File: src/rtl/uart_tx_unit.sv
// uart_tx_unit: 8N1 UART transmitter with a byte FIFO in front of the line.
// Optional even parity bit when UART_TX_PARITY_EN is defined (8E1 framing).
//
// Ports:
//   iFpgaClk    system clock, rising edge
//   iFpgaRstN   async active-low reset
//   iTxData     byte to queue, sampled on the push edge
//   iTxValid    push request, accepted when oTxReady is high
//   oTxReady    FIFO not full
//   oUartTx     serial line, idle high, registered
//   oBusy       frame on the line or bytes queued
//   oFifoCount  bytes currently queued (0..FIFO_DEPTH)
module uart_tx_unit #(
    parameter int CLKS_PER_BIT = 868,
    parameter int FIFO_DEPTH   = 16,
    parameter int FIFO_AW      = 4
) (
    input  logic             iFpgaClk,
    input  logic             iFpgaRstN,
    input  logic [7:0]       iTxData,
    input  logic             iTxValid,
    output logic             oTxReady,
    output logic             oUartTx,
    output logic             oBusy,
    output logic [FIFO_AW:0] oFifoCount
);

    localparam int BAUD_W = $clog2(CLKS_PER_BIT);
    localparam logic [BAUD_W-1:0] BAUD_LAST = BAUD_W'(CLKS_PER_BIT - 1);
    localparam logic [FIFO_AW:0] FULL_CNT = (FIFO_AW + 1)'(FIFO_DEPTH);

    typedef enum logic [2:0] {
        ST_IDLE,
        ST_START,
        ST_DATA,
`ifdef UART_TX_PARITY_EN
        ST_PARITY,
`endif
        ST_STOP
    } state_t;

    logic [7:0]         mem [FIFO_DEPTH];
    logic [FIFO_AW-1:0] wr_ptr;
    logic [FIFO_AW-1:0] rd_ptr;
    logic [FIFO_AW:0]   count;

    state_t             state;
    logic [BAUD_W-1:0]  baud;
    logic [2:0]         bit_idx;
    logic [7:0]         shift;
    logic               tx;

    logic               baud_end;
    logic               push;
    logic               pop;

    assign baud_end = (baud == BAUD_LAST);
    assign push     = iTxValid && (count != FULL_CNT);
    // The FSM pops either from idle or at the end of a stop bit,
    // which lets back-to-back frames run with no idle gap.
    assign pop      = (count != '0) &&
                      ((state == ST_IDLE) ||
                       ((state == ST_STOP) && baud_end));

    assign oTxReady   = (count != FULL_CNT);
    assign oUartTx    = tx;
    assign oBusy      = (state != ST_IDLE) || (count != '0);
    assign oFifoCount = count;

    // Storage is not reset; validity is tracked by the count.
    always_ff @(posedge iFpgaClk) begin
        if (push) begin
            mem[wr_ptr] <= iTxData;
        end
    end

    always_ff @(posedge iFpgaClk or negedge iFpgaRstN) begin
        if (!iFpgaRstN) begin
            wr_ptr <= '0;
            rd_ptr <= '0;
            count  <= '0;
        end else begin
            if (push) begin
                wr_ptr <= wr_ptr + 1'b1;
            end
            if (pop) begin
                rd_ptr <= rd_ptr + 1'b1;
            end
            case ({push, pop})
                2'b10:   count <= count + 1'b1;
                2'b01:   count <= count - 1'b1;
                default: count <= count;
            endcase
        end
    end

    always_ff @(posedge iFpgaClk or negedge iFpgaRstN) begin
        if (!iFpgaRstN) begin
            state   <= ST_IDLE;
            baud    <= '0;
            bit_idx <= '0;
            shift   <= '0;
            tx      <= 1'b1;
        end else begin
            unique case (state)
                ST_IDLE: begin
                    if (pop) begin
                        shift <= mem[rd_ptr];
                        baud  <= '0;
                        tx    <= 1'b0;
                        state <= ST_START;
                    end
                end
                ST_START: begin
                    if (baud_end) begin
                        baud    <= '0;
                        bit_idx <= '0;
                        tx      <= shift[0];
                        state   <= ST_DATA;
                    end else begin
                        baud <= baud + 1'b1;
                    end
                end
                ST_DATA: begin
                    if (baud_end) begin
                        baud <= '0;
                        if (bit_idx == 3'd7) begin
`ifdef UART_TX_PARITY_EN
                            tx    <= ^shift;
                            state <= ST_PARITY;
`else
                            tx    <= 1'b1;
                            state <= ST_STOP;
`endif
                        end else begin
                            bit_idx <= bit_idx + 3'd1;
                            tx      <= shift[bit_idx + 3'd1];
                        end
                    end else begin
                        baud <= baud + 1'b1;
                    end
                end
`ifdef UART_TX_PARITY_EN
                ST_PARITY: begin
                    if (baud_end) begin
                        baud  <= '0;
                        tx    <= 1'b1;
                        state <= ST_STOP;
                    end else begin
                        baud <= baud + 1'b1;
                    end
                end
`endif
                ST_STOP: begin
                    if (baud_end) begin
                        baud <= '0;
                        if (pop) begin
                            shift <= mem[rd_ptr];
                            tx    <= 1'b0;
                            state <= ST_START;
                        end else begin
                            state <= ST_IDLE;
                        end
                    end else begin
                        baud <= baud + 1'b1;
                    end
                end
                default: begin
                    baud  <= '0;
                    tx    <= 1'b1;
                    state <= ST_IDLE;
                end
            endcase
        end
    end

endmodule

File: config.mk
export PLATFORM = sky130hd
export DESIGN_NAME = uart_tx_unit
export DESIGN_NICKNAME = d
export VERILOG_FILES = /design/src/rtl/uart_tx_unit.sv
export SDC_FILE = /design/constraint.sdc
export NUM_CORES = 1
export LEC_CHECK = 0
export CAP_MARGIN = 20
export CORE_ASPECT_RATIO = 1.4
export CORE_MARGIN = 10
export CORE_UTILIZATION = 45
export DETAILED_ROUTE_END_ITERATION = 7
export DONT_BUFFER_PORTS = 1
export GPL_TIMING_DRIVEN = 0
export PLACE_DENSITY_LB_ADDON = 0.15
export SLEW_MARGIN = 20
export SYNTH_ARGS = -nofsm -noshare
export SYNTH_HDL_FRONTEND = slang
export SYNTH_SLANG_ARGS = --single-unit
File: constraint.sdc
create_clock -name iFpgaClk -period 3.42 [get_ports iFpgaClk]
set_input_delay 1.026 -clock iFpgaClk [delete_from_list [all_inputs] [get_ports iFpgaClk]]
set_output_delay 1.026 -clock iFpgaClk [all_outputs]
set_load 0.01 [all_outputs]
==> flow_summary.ini <==
[logic_synthesis]
synth_ff_type = edfxtp_1
synth_top_family_by_area = multiplexers
ys_async_sr_fraction_pct = 22.4
yosys.area_share.adder_pct = 2.87
yosys_warnings = 0
syn-cell-area_mm2 = 0.00697
synth-edff-count = 128
syn_area_per_cell_um2 = 16.7
synth_cell_type_count = 46
ys_seq_elements = 165
yosysSeqAreaShare_pct = 68.5
synth_nets = 444
synth_compound_area_share_pct = 6.20
synth-simple-area-share_pct = 5.82
netlist_instances = 417
synth_xor_xnor_area_share_pct = 1.76
synthMuxAreaShare_pct = 13.1

[cts]
clk_pin_slew_ns = 0.06
numCtsBuffers = 17
clk_latency_ns = 0.42
htreeDepth = 4
root_buffer = clkbuf_16
ctsHoldBuffers = 0
cts_tree = done
clk_path_buf_depth = 2
cts.sink_count = 165

[setup_path]
crit_arrival_ns = 2.10
r2r_start = baud[0]$_DFFE_PN0P_
worstRegToRegCells = 12
required_ns = 2.39
crit_path_end_kind = output pin
rrSetupSlack_ns = 0.38
start_kind = flop
cp_max_fo = 10
critical_path_class = flop to output pin
worstReg2RegEnd = oFifoCount[4]$_DFFE_PN0P_

[timing]
timing.final.crit_share_pct = 91.4
max_freq_mhz = 320
worstMarginPinSlew_ns = 0.810
slew_violations = 0
finalSetupViolations = 0
rsz0062_at_grt = false
fin_crit_ns = 3.12
fin_skew_ns = 0.00955
slew_headroom_pct = 45.8
setup_ws_ns = 0.295
hold_violations = 0

[power_and_ir_drop]
power_uw = 6560
p_seq_share_pct = 41.0
p_int_uw = 4470
pwr-share-clk_pct = 28.5
p_per_area_mw_per_mm2 = 840
netSwitchingFraction_pct = 31.9
cellLeakagePower_uw = 0.00269
switchingPower_uw = 2090
peakVddDrop_mv = 0.398
pwr-share-comb_pct = 30.4

[floorplan]
die_area_mm2 = 0.0209
row_count = 53
die_h_um = 167
core_area_mm2 = 0.0151
die_x_um = 125
io_pins = 19
start_util_pct = 46.1

[route]
routed_wl_um = 13900
drc = 0
initialDrtViolationCount = 257
first_pass_iters = 7
postRouteAntennaNets = 0
num_vias = 3626
drt-wirelength-per-cell_um = 21.7
vias_per_cell = 5.67

[place]
place_ws_ns = -0.00441
place.gp.congestion = 0.765
hpwl_um = 9200
io_buffers = 0

[global_routing]
grt_usage_pct = 13.3
grt_pass1_vias = 3732
grt_max_degree = 38
antenna_found_initial = 0
grt_overflow = 0
grt_pass1_wl_um = 21200

[layout]
antenna_cells = 0
area_growth_pct = 12.1
layout.nets = 462
final_cell_mix = edfxtp_1, dfrtp_1, mux4_2
drive_above_1_share_pct = 21.0
final_common_cell = edfxtp_1

[run]
cap_violations = 0

[run_status]
outcome = finished clean

[hold_path]
hold_path.class = input pin to asynchronous set/reset pin
## Yosys cell counts, types with 2 or more instances
cell type,number,area share (%)
and2_1,3,0.27
and3_1,2,0.18
nor3_1,5,0.36
a41oi_1,2,0.25
a22oi_1,19,2.0
mux2_2,13,2.1
nand2_1,27,1.5
a21oi_1,3,0.22
inv_1,8,0.43
edfxtp_1,128,55
nand3_1,3,0.22
nor2b_1,4,0.36
buf_1,4,0.22
nand4_1,4,0.36
a22o_1,4,0.50
mux4_2,33,11
and3b_1,2,0.25
xor2_1,8,1.0
clkbuf_1,12,0.65
ha_1,16,2.9
mux2i_1,2,0.29
a31oi_1,3,0.27
nor2_1,22,1.2
dfrtp_1,36,13
nand2b_1,4,0.36
xnor2_1,6,0.75
buf_2,5,0.36
o21ai_0,20,1.4
o31ai_1,2,0.22
## cells by family (layout without fill, tap and decap cells)
| kind of cell | after synthesis | after routing |
|---|---|---|
| compound gates | 62 | 62 |
| simple gates | 82 | 82 |
| mux | 48 | 48 |
| fa+ha+maj | 16 | 16 |
| buf+inv | 30 | 61 |
| xor+xnor | 14 | 14 |
| flops | 165 | 165 |
## layer usage
metal	vias to the layer above	GRT usage [%]	share of wire (%)
li1	1663	-	-
met4	0	5.07	1.1
met5	-	0	0
met2	75	24.4	55
met1	1879	14.4	39
met3	9	3.32	4.5
## how the worst max path moves through the flow
stage | from | end | slack, ns | cells after the start
after floorplan | iTxValid | oFifoCount[4]$_DFFE_PN0P_ | 0.46 | 12
after global placement | oFifoCount[1]$_DFFE_PN0P_ | oFifoCount[4]$_DFFE_PN0P_ | 0.04 | 12
after detailed placement | oFifoCount[1]$_DFFE_PN0P_ | oFifoCount[4]$_DFFE_PN0P_ | -0.004 | 12
after CTS | oFifoCount[1]$_DFFE_PN0P_ | oFifoCount[4]$_DFFE_PN0P_ | 0.20 | 15
after global routing | baud[0]$_DFFE_PN0P_ | oFifoCount[4]$_DFFE_PN0P_ | 0.03 | 12
final | oFifoCount[1]$_DFFE_PN0P_ | oBusy | 0.30 | 6
## stage by stage
stage | setup TNS [ns] | instances | util, % | hold slack (ns) | area, um2
finish | 0 | 640 | 51.6 | 0.295 | 7810
detailed placement | -0.00441 | 609 | 47.8 | 0.463 | 7230
global placement | 0 | 609 | 47.7 | 0.460 | 7210
CTS | 0 | 641 | 51.6 | 0.275 | 7810
floorplan | 0 | 417 | - | 0.440 | 6970
global route | 0 | 640 | 51.6 | 0.273 | 7810
## final cells by class
class | instances | area [um2]
Sequential cell | 165 | 4770
Buffer | 21 | 92.6
Tap cell | 192 | 240
Clock buffer | 17 | 425
Inverter | 8 | 30.0
Clock inverter | 15 | 153
Fill cell | 1227 | 7310
Multi-Input combinational cell | 222 | 2100
## state kept, by name, indices dropped and copies added, names as in the netlist
| signal | cells |
|---|---|
| baud | 10 |
| mem | 128 |
| bit_idx | 3 |
| shift | 8 |
| state | 2 |
| wr_ptr | 4 |
| rd_ptr | 4 |
| oFifoCount | 5 |
| oUartTx | 1 |
## repair_timing
| action | 4_1_cts | 5_1_grt |
|---|---|---|
| setup buffers | 0 | 0 |
| setup endpoints to repair | 1 | 1 |
| resized for setup | 1 | 1 |
## power by group through the flow
| stage | Clock, uW | Sequential [uW] | Combinational, uW |
|---|---|---|---|
| final | 1870 | 2690 | 2000 |
| after global placement | 0 | 2720 | 1960 |
| after global routing | 1970 | 2730 | 2200 |
| after CTS | 1900 | 2700 | 2030 |
| after floorplan | 0 | 2680 | 1520 |
| after detailed placement | 0 | 2740 | 2010 |
## critical path, stage by stage (launching register included)
cell,delay (ns)
dfrtp_1,0.42
clkbuf_1,0.19
nor2_1,0.19
and3b_1,0.36
and2_1,0.17
buf_2,0.19
inv_1,0.16
Power figures use the tool's default switching activity.
